**src/rtl/tuple_pkg.sv**
```systemverilog
// tuple_pkg: shared constants and types for the delay_3 tuple pipeline and its result buffer
package tuple_pkg;
  localparam int TUPLE_LATENCY = 3;
  localparam int RESULT_WIDTH = 8;
  localparam int RESULT_FIFO_DEPTH = 4;
  typedef logic [RESULT_WIDTH-1:0] result_t;
endpackage

```
**src/rtl/result_fifo.sv**
```systemverilog
// result_fifo: first-word fall-through FIFO with separate occupancy so full and empty differ
module result_fifo #(
  parameter int DEPTH = 4,
  parameter int WIDTH = 8,
  localparam int AW = DEPTH > 1 ? $clog2(DEPTH) : 1,
  localparam int CW = $clog2(DEPTH) + 1
) (
  input  logic             clk,
  input  logic             rst_n,
  input  logic             push,
  input  logic [WIDTH-1:0] push_data,
  input  logic             pop,
  output logic [WIDTH-1:0] head,
  output logic             valid,
  output logic [CW-1:0]    count
);
  logic [WIDTH-1:0] mem_q [DEPTH];
  logic [WIDTH-1:0] mem_d [DEPTH];
  logic [AW-1:0] wr_q, wr_d, rd_q, rd_d;
  logic [CW-1:0] count_q, count_d;
  function automatic logic [AW-1:0] nxt(input logic [AW-1:0] p);
    return p == AW'(DEPTH - 1) ? '0 : p + 1'b1;
  endfunction
  always_comb begin
    mem_d = mem_q;
    if (push) mem_d[wr_q] = push_data;
    wr_d = push ? nxt(wr_q) : wr_q;
    rd_d = pop ? nxt(rd_q) : rd_q;
    count_d = count_q + CW'(push) - CW'(pop);
  end
  always_ff @(posedge clk or negedge rst_n) begin
    if (!rst_n) begin
      mem_q <= '{default: '0};
      wr_q <= '0;
      rd_q <= '0;
      count_q <= '0;
    end else begin
      mem_q <= mem_d;
      wr_q <= wr_d;
      rd_q <= rd_d;
      count_q <= count_d;
    end
  end
  assign head = mem_q[rd_q];
  assign valid = count_q != '0;
  assign count = count_q;
endmodule

```
**src/rtl/tuple_result_buffer.sv**
```systemverilog
// tuple_result_buffer: tags fixed-latency pipeline issues, captures results, credit-throttles upstream
module tuple_result_buffer import tuple_pkg::*; #(
  parameter int LATENCY = TUPLE_LATENCY,
  parameter int DEPTH = RESULT_FIFO_DEPTH,
  parameter int WIDTH = RESULT_WIDTH,
  localparam int CW = $clog2(DEPTH) + 1
) (
  input  logic             _i_clk,
  input  logic             _i_rst_n,
  input  logic             _i_issue_valid,
  output logic             _o_issue_ready,
  input  logic [WIDTH-1:0] _i_result,
  output logic             _o_out_valid,
  input  logic             _i_out_ready,
  output logic [WIDTH-1:0] _o_out_data,
  output logic [CW-1:0]    _o_count
);
  logic [LATENCY-1:0] tag_q, tag_d;
  logic accept, arrive, pop;
  logic [CW-1:0] inflight, credits;
  // Credits use registered state only, so a pop frees its slot one edge later
  always_comb begin
    accept = _i_issue_valid & _o_issue_ready;
    arrive = tag_q[LATENCY-1];
    tag_d = LATENCY'({tag_q, accept});
    inflight = CW'($countones(tag_q));
    credits = CW'(DEPTH) - _o_count - inflight;
    _o_issue_ready = credits != '0;
    pop = _o_out_valid & _i_out_ready;
  end
  always_ff @(posedge _i_clk or negedge _i_rst_n) begin
    if (!_i_rst_n) tag_q <= '0;
    else tag_q <= tag_d;
  end
  result_fifo #(.DEPTH(DEPTH), .WIDTH(WIDTH)) u_fifo (
    .clk(_i_clk),
    .rst_n(_i_rst_n),
    .push(arrive),
    .push_data(_i_result),
    .pop(pop),
    .head(_o_out_data),
    .valid(_o_out_valid),
    .count(_o_count)
  );
endmodule

```
**config.mk**
```make
export PLATFORM = sky130hd
export DESIGN_NAME = tuple_result_buffer
export DESIGN_NICKNAME = d
export VERILOG_FILES = /design/src/rtl/tuple_pkg.sv /design/src/rtl/result_fifo.sv /design/src/rtl/tuple_result_buffer.sv
export SDC_FILE = /design/constraint.sdc
export NUM_CORES = 1
export LEC_CHECK = 0
export CAP_MARGIN = 0
export CORE_UTILIZATION = 54
export DETAILED_ROUTE_END_ITERATION = 10
export HOLD_SLACK_MARGIN = 0.1
export PLACE_DENSITY = 0.8
export SLEW_MARGIN = 20
export SYNTH_ARGS = -nofsm -noshare
export SYNTH_HDL_FRONTEND = slang
export SYNTH_SLANG_ARGS = --single-unit
```
**constraint.sdc**
```tcl
create_clock -name _i_clk -period 2.73 [get_ports _i_clk]
set_input_delay 0.546 -clock _i_clk [delete_from_list [all_inputs] [get_ports _i_clk]]
set_output_delay 0.546 -clock _i_clk [all_outputs]
set_load 0.01 [all_outputs]
```
Word level (Yosys, flattened, before mapping)
Index checks and enable logic that the tools add are counted.
- bits in registers: 42
- latch bits: 0
- memory bits (writable): 0
- memory bits (read-only): 0
- input bits: 12
- output and inout bits: 13
- logic and storage cells: 36
- memories kept: 0
- $add $sub $neg: 8
- multiply operators: 0
- divide/modulo/power cells: 0
- order comparisons: 3
- eq/ne operators: 2
- shifts and indexed selects: 0
- mux-type cells: 8
- bitwise operators: 4
- reductions and logical operators: 3
- operators with widths (cell ; number):
    bitwise mux 32 bit ; 1
    two-way mux 8 bit ; 3
    binary-select mux 8 bit (select 2 bit) ; 1
    demux 8 bit (select 2 bit) ; 1
    >= comparator 3 bit (second input constant) ; 2
    NOT 2 -> 3 bit ; 2
    nonzero test 3 bit ; 2
    adder 2 x 1 -> 2 bit (second input constant) ; 2
    == test 2 bit (second input constant) ; 2
    two-way mux 2 bit ; 2
    adder 2 x 1 -> 3 bit ; 1
    adder 3 x 1 -> 3 bit ; 1
    less-than comparator 3 x 1 -> 1 bit (second input constant) ; 1
    subtractor 3 x 1 -> 3 bit ; 1
    subtractor 3 bit ; 1
    subtractor 3 bit (first input constant) ; 1
    adder 1 x 1 -> 2 bit ; 1
    AND 1 bit ; 2
    logical AND 1 bit ; 1

Depth between registers and ports, before layout
Gate-level depths: netlist of run 1.
- word-level depth: 6
- mapped depth: 8
- depth with buffers taken out: 8

By module
Synthesis of run 1 repeated with hierarchy kept, for this count alone.
- cells, all modules: 125
- area total of the unflattened synthesis: 1955.6 um^2
- modules (own cells, without submodules) (module ; instances ; cells an instance ; area each (um^2) ; seq. area each (um^2)):
    result_fifo ; 1 ; 110 ; 1767.9 ; 975.9
    tuple_result_buffer ; 1 ; 15 ; 187.7 ; 75.1

Worst setup path before layout of run 1
OpenSTA, ideal clock, no wires.
- path kind: register to output
- start point: register u_fifo.count_q[0], in the netlist u_fifo.count[0]
- end point: output _o_issue_ready
- arrival: 1.601 ns
- required time: 2.184 ns
- slack: 0.583 ns
- stages on the path, launching flop included: 7
- path buffers: 0
- path through: dfrtp_1 fa_1 inv_1 ha_1 ha_1 xnor3_1 nand2_1
- cells in the longest elaborated chain, start to end: 3
- ends and longest elaborated chain (item ; line ; source):
    from (decl) ; result_fifo.sv:20 ; logic [CW-1:0] count_q, count_d;
    from (signal assigned) ; result_fifo.sv:41 ; count_q <= count_d;
    subtractor 3 bit (2 in a row) ; tuple_result_buffer.sv:27 ; credits = CW'(DEPTH) - _o_count - inflight;
    nonzero test 3 bit ; tuple_result_buffer.sv:28 ; _o_issue_ready = credits != '0;
    to (decl) ; tuple_result_buffer.sv:11 ; output logic _o_issue_ready,
No other way between the ends.

Worst setup path in the final report of run 1
- start point: register tag_q[2]
- end point: output _o_issue_ready
- cells in the longest elaborated chain, start to end: 3
- ends and longest elaborated chain (item ; line ; source):
    from (decl) ; tuple_result_buffer.sv:18 ; logic [LATENCY-1:0] tag_q, tag_d;
    from (signal assigned) ; tuple_result_buffer.sv:33 ; else tag_q <= tag_d;
    adder 2 x 1 -> 3 bit (not written as such) ; tuple_result_buffer.sv:26 ; inflight = CW'($countones(tag_q));
    subtractor 3 bit ; tuple_result_buffer.sv:27 ;
    nonzero test 3 bit ; tuple_result_buffer.sv:28 ;
No other way between the ends.

==> metrics.yaml, run 1 <==
power:
  cellPowerDensity_nw_per_um2: 1379
  irDropWorstVdd_uv: 960.6
  p_total_mw: 3.237
  power.leakage_nw: 1.007
synth:
  avgSynthCellArea_sq_um: 15.48
  netlist_instances: 126
  yosysTopAreaCell: "dfrtp_1"
  ys_types: 19
  ys_top_cells_by_area: "dfrtp_1 (54%), mux2_2 (20%), mux4_2 (9.2%), ha_1 (6.4%), fa_1 (2.1%)"
  syn-cell-area_sq_um: 1951
  syn-num-nets: 150
  synth.top_cell.area_share: 0.5388
  yosysSeqAreaShare: 0.5388
  synth-seq-cells: 42
  ys_warn_count: 0
sta:
  tns_ns: 0
  slew_violations: 0
  rsz0062_at_grt: "no"
  max_slew.worst_pin.slew_ns: 0.8984
  fmax_ghz: 0.3780
  post-route-period-util: 0.9690
  hold_viol: 0
  slew_headroom: 0.4011
  fin_skew_ns: 0.005854
  setup_viol: 0
  post-route-min-period_ns: 2.645
die:
  die_area_sq_um: 3856
  ios: 25
  start_util: 0.5755
  fp.dieW_um: 62.10
  die_h_um: 62.10
  coreArea_sq_um: 3390
  rows: 21
critical_path:
  rr_startpoint: "u_fifo.count[2]"
  reg2reg_depth: 8
  slowest_delay_ns: 0.57
  crit_path_top_delay_cell: "fa_2"
  critPathBufInv: 2
  path_cells: "fa_2 -> inv_2 -> ha_4 -> ha_4 -> xnor3_1 -> nand2_1 -> buf_2"
  worstPathMaxFanout: 2
  critPathKind: "register to primary output"
  start_kind: "register"
  end_kind: "primary output"
  critPathTopFamily: "adder cells"
  required_ns: 2.18
  crit_path_start: "tag_q[2]"
  cp.arrival_ns: 2.10
  path_depth: 7
  timing.rr.end: "u_fifo.count[2]"
  path_common_cell: "ha_4"
  reg2reg_slack_ns: 0.49
  endpoint: "_o_issue_ready"
global_routing:
  antenna_found_initial: 0
  gr-total-overflow: 0
  grt_pass1_vias: 1209
  grt_util_all_layers: 0.2015
  use_met2: 0.3324
  grtUsageMet3: 0.06066
  busiest_layer: "met2"
  grtUsageMet1: 0.2542
  grt_max_degree: 43
  grt_pass1_wl_mm: 5.851
finish:
  layout-drive-gt1-share: 0.4013
  final_nets: 180
  syn_to_final_growth_pct: 20.33
  diodes: 0
hold_path:
  hold_path_class: "input pin to async pin"
placement:
  gp_congestion: 0.6706
  hpwl_mm: 2.296
  io_buffers: 24
detailed_routing:
  via_per_inst: 5.345
  routed_wl_mm: 3.277
  drt.antenna.violating_nets: 0
  drt-initial-drc-count: 57
  vias: 1085
  wl_per_cell_um: 16.14
  first_pass_iters: 4
  drc: 0
run_status:
  status: "finished clean"
clock_tree:
  h-tree-depth: 2
  numCtsBuffers: 5
  clock_path_buffers: 2
  clk_latency_ns: 0.35
  holdBufCountCts: 0
  cts.sinks: 42
  clk_pin_slew_ns: 0.11
  clockRootBuffer: "clkbuf_4"
  post_cts_buffers: 0
  cts_tree: "built"
run:
  cap_viol_max_count: 0
## where the power goes
group	leakage (nW)	internal, mW	total, mW	switching [mW]
Combinational	0.478	1.02	1.65	0.630
Sequential	0.491	0.950	1.20	0.250
Clock	0.0385	0.193	0.391	0.198
## worst register-to-register path, stage by stage (launching register included)
cell	delay (ns)
dfrtp_1	0.48
o31ai_2	0.40
inv_1	0.09
ha_1	0.28
inv_1	0.04
ha_1	0.18
fa_1	0.37
xor2_1	0.16
xnor2_1	0.13
## timing repair
item / 4_1_cts / 5_1_grt
pin swaps: 0 / 2
setup endpoints to repair: 9 / 1
gates resized for setup: 5 / 7
## cells in the mapped netlist, drive strengths merged
cell	number
nor2	2
xnor3	1
mux4	8
o31ai	1
o21ai	2
or3b	1
xnor2	1
inv	10
nand2	6
clkbuf	1
or3	1
fa	2
a21boi	1
buf	2
dfrtp	42
xor2	1
ha	10
mux2	34
## placed cells by master, fill, tap and decap left out
cell type / synthesis / final
fa_1: 2 / 1
clkinvlp_4: 0 / 1
o21ai_0: 2 / 2
mux2_2: 34 / 34
nand2_2: 2 / 2
ha_4: 0 / 2
clkbuf_1: 1 / 1
mux4_2: 8 / 8
xor2_1: 1 / 1
buf_2: 2 / 2
inv_1: 10 / 8
dfrtp_2: 0 / 1
ha_1: 10 / 8
or3_1: 1 / 1
nand2_1: 4 / 4
clkdlybuf4s50_1: 0 / 22
bufinv_16: 0 / 1
buf_4: 0 / 2
a21boi_1: 1 / 1
dfrtp_1: 42 / 41
o31ai_2: 1 / 1
fa_2: 0 / 1
clkbuf_4: 0 / 5
inv_2: 0 / 2
nor2_1: 2 / 2
or3b_2: 1 / 1
xnor2_1: 1 / 1
xnor3_1: 1 / 1
## area by class of cell
type / count / area (sq um)
sequential: 42 / 1052
fill: 229 / 1042
multi-input combinational: 71 / 875.8
timing repair buffer: 26 / 245.2
tap: 46 / 57.56
clock buffer: 6 / 41.29
clock inverter: 2 / 37.54
inverter: 10 / 37.54
## state kept, by name (all words and copies together) (netlist names)
signal,cells
tag_q,3
u_fifo.mem_q,32
u_fifo.rd_q,2
u_fifo.count,3
u_fifo.wr_q,2
## routing by layer
metal,vias up,share of wire
met5,-,0
met2,19,0.52
li1,507,-
met1,553,0.43
met3,6,0.038
met4,0,0.017
## worst min-delay path by stage
| stage | from | to | slack (ns) | depth (start not counted) |
|---|---|---|---|---|
| 3_5_place_dp | tag_q[0] | tag_q[1] | 0.36 | 0 |
| 4_1_cts | _i_rst_n | u_fifo.mem_q[19] | 0.33 | 1 |
| 5_1_grt | _i_rst_n | u_fifo.mem_q[2] | 0.37 | 1 |
| 6_report | _i_rst_n | u_fifo.mem_q[24] | 0.31 | 1 |
| 3_3_place_gp | tag_q[0] | tag_q[1] | 0.36 | 0 |
| 2_1_floorplan | _i_rst_n | tag_q[0] | 0.25 | 0 |
## metrics by stage
step	hold WS [ns]	instances	utilization	instance area [sq um]	setup WS [ns]
floorplan	0.2504	126	-	1951	0.5832
global placement	0.3588	195	0.6622	2245	0.09371
detailed placement	0.3642	195	0.6622	2245	0.03407
CTS	0.3330	203	0.6844	2320	0.02137
global route	0.3700	203	0.6925	2347	0.001331
finish	0.3087	203	0.6925	2347	0.08457
## cell families after synthesis
family | Yosys count | share of synthesized area
AO/OA/AOI/OAI | 4 | 0.01540
XOR/XNOR | 3 | 0.02053
adder cells (fa/ha/maj) | 12 | 0.08467
buffers and inverters | 13 | 0.02630
flip-flops | 42 | 0.5388
multiplexers | 42 | 0.2886
AND/OR/NAND/NOR | 10 | 0.02566
Note: power is estimated with default switching activity, not from simulation.
==> inputs of run 2 (changes only) <==
ABC_CLOCK_PERIOD_IN_PS = 2730   (was not set)
CORE_ASPECT_RATIO = 0.6   (was not set)
==> run 2 against run 1 <==
Combinational power hardly changed. Setup slack better by 0.014 ns. Critical path depth stayed put. Global-route usage is 1.6 points higher. Routed wire length is 6.2% higher. Register-to-register slack hardly changed. Power is 1.1% higher. Non-clock buffer count is 2 higher.
==> metrics.yaml, run 2 (synthesized netlist as in run 1, its figures left out) <==
critical_path:
  critPathKind: "register to primary output"
  path_cells: "fa_2 -> inv_1 -> ha_1 -> ha_1 -> xnor3_1 -> nand2_1 -> buf_2"
  crit_path_top_delay_cell: "fa_2"
  crit_path_start: "tag_q[1]"
  start_kind: "register"
  critPathBufInv: 2  # unchanged
  cp.arrival_ns: 2.09  # about the same
  reg2reg_slack_ns: 0.50  # about the same
  critPathTopFamily: "adder cells"
  worstPathMaxFanout: 2  # unchanged
  path_common_cell: "ha_1"
  slowest_delay_ns: 0.57  # about the same
  rr_startpoint: "u_fifo.count[0]"
  end_kind: "primary output"
  required_ns: 2.18  # about the same
detailed_routing:
  wl_per_cell_um: 17.06  # +5.7%
  via_per_inst: 5.397  # +0.98%
  routed_wl_mm: 3.481  # +6.2%
  drt-initial-drc-count: 30  # -47%
  first_pass_iters: 3  # -1
  drt.antenna.violating_nets: 0  # unchanged
  vias: 1101  # +1.5%
  drc: 0  # unchanged
global_routing:
  grt_util_all_layers: 0.2175  # +0.01593
  grt_pass1_wl_mm: 6.154  # +5.2%
  grt_pass1_vias: 1241  # +2.6%
  grt_max_degree: 43  # unchanged
  gr-total-overflow: 0  # unchanged
  antenna_found_initial: 0  # unchanged
finish:
  final_nets: 182  # +1.1%
  largest_reg_flops: 32  # unchanged
  diodes: 0  # unchanged
  postLayoutCellArea_sq_um: 2349  # about the same
  layout_commonest_cell: "dfrtp_1"
  layout-drive-gt1-share: 0.3836  # -0.01763
  syn_to_final_growth_pct: 20.40  # about the same
  largest_register: "u_fifo.mem_q"
  layout_common_cells: "dfrtp_1 (41), mux2_2 (34), clkdlybuf4s50_1 (22), inv_1 (10), ha_1 (10)"
die:
  start_util: 0.5835  # +0.007969
  fp.dieW_um: 79.59  # +28%
  coreArea_sq_um: 3343  # -1.4%
  die_area_sq_um: 3864  # +0.21%
  die_h_um: 48.56  # -22%
  rows: 16  # -24%
  ios: 25  # unchanged
sta:
  fmax_ghz: 0.3800  # +0.54%
  slew_headroom: 0.4008  # about the same
  post-route-period-util: 0.9638  # -0.005180
  hold_viol: 0  # unchanged
  post-route-min-period_ns: 2.631  # -0.01414 ns
  setup_viol: 0  # unchanged
  fin_skew_ns: 0.004668  # -0.001185 ns
  hold_ws_ns: 0.3889  # +0.08026 ns
  max_slew.worst_pin.slew_ns: 0.8988  # +0.0004021 ns
  slew_violations: 0  # unchanged
hold_path:
  hold_path_class: "input pin to async pin"
clock_tree:
  numCtsBuffers: 5  # unchanged
  clock_path_buffers: 2  # unchanged
  clk_latency_ns: 0.28  # -0.07 ns
  h-tree-depth: 2  # unchanged
  cts_tree: "built"
  clk_pin_slew_ns: 0.07  # -0.04 ns
  cts.sinks: 42  # unchanged
  clockRootBuffer: "clkbuf_8"
power:
  power.leakage_nw: 1.029  # +2.2%
  cellPowerDensity_nw_per_um2: 1394  # +1.1%
  irDropWorstVdd_uv: 785.0  # -18%
placement:
  gp_congestion: 0.7234  # +7.9%
  placed_cell_area_sq_um: 2243  # about the same
  hpwl_mm: 2.528  # +10%
  io_buffers: 24  # unchanged
run_status:
  status: "finished clean"
run:
  cap_viol_max_count: 0  # unchanged
run 2: changes by cell type in the layout (fill, tap and decap cells not counted):
| cell | previous run | this run |
|---|---|---|
| bufinv_16 | 1 | 0 |
| inv_1 | 8 | 10 |
| clkbuf_4 | 5 | 0 |
| ha_4 | 2 | 0 |
| ha_1 | 8 | 10 |
| clkbuf_8 | 0 | 6 |
| inv_2 | 2 | 0 |
| buf_4 | 2 | 4 |
| clkinvlp_4 | 1 | 0 |
| clkinv_2 | 0 | 1 |
run 2: what timing repair did:
action | CTS | global route
setup buffers | 1 | 1
hold buffers | 0 | 0
endpoints found under the setup margin | 1 | 9
resized for setup | 4 | 2
hold endpoints to repair | 0 | 0
run 2: worst register-to-register path, delay by kind of cell (launching register included):
kind	cells	cell delay [ns]
flip-flops	1	0.40
adder cells (fa/ha/maj)	3	0.85
buffers and inverters	3	0.28
XOR/XNOR	2	0.29
AO/OA/AOI/OAI	1	0.29
run 2: final timing paths:
path | to | cells after the start
max | _o_issue_ready | 7
min | u_fifo.mem_q[3] | 1
max reg2reg | u_fifo.count[2] | 9
min reg2reg | tag_q[1] | 0
max in group asynchronous | u_fifo.rd_q[0] | 1
min in group _i_clk | tag_q[1] | 0
run 2: metrics by stage:
| stage | total power [mW] | TNS, ns | instances | utilization | setup slack (ns) |
|---|---|---|---|---|---|
| detailed placement | 2.821 | 0 | 194 | 0.6710 | 0.01894 |
| CTS | 3.271 | 0 | 203 | 0.7017 | 0.006200 |
| finish | 3.273 | 0 | 204 | 0.7025 | 0.09871 |
| floorplan | 2.182 | 0 | 126 | - | 0.5832 |
| global route | 3.525 | -0.008456 | 204 | 0.7025 | -0.008456 |
| global placement | 2.695 | 0 | 194 | 0.6710 | 0.09961 |
run 2: final cells by class:
cell class	instances	area, sq um
Multi-Input combinational cell	71	850.8
Timing Repair Buffer	28	260.3
Clock buffer	7	86.33
Fill cell	222	994.7
Clock inverter	1	5.005
Sequential cell	42	1052
Tap cell	45	56.30
Inverter	10	37.54
run 2: where the power goes:
part | switching (mW) | leakage, nW | internal [mW]
Sequential | 0.257 | 0.491 | 0.953
Clock | 0.189 | 0.0482 | 0.204
Combinational | 0.632 | 0.490 | 1.04
Total | 1.08 | 1.03 | 2.19
run 2: layer usage:
metal | share of wire | up-vias | GRT usage | wire (um)
met5 | 0 | - | 0 | 0
li1 | - | 507 | - | -
met1 | 0.46 | 579 | 0.2988 | 1603
met4 | 0.0037 | 0 | 0.03636 | 13
met3 | 0.032 | 2 | 0.06604 | 112
met2 | 0.50 | 13 | 0.3490 | 1752
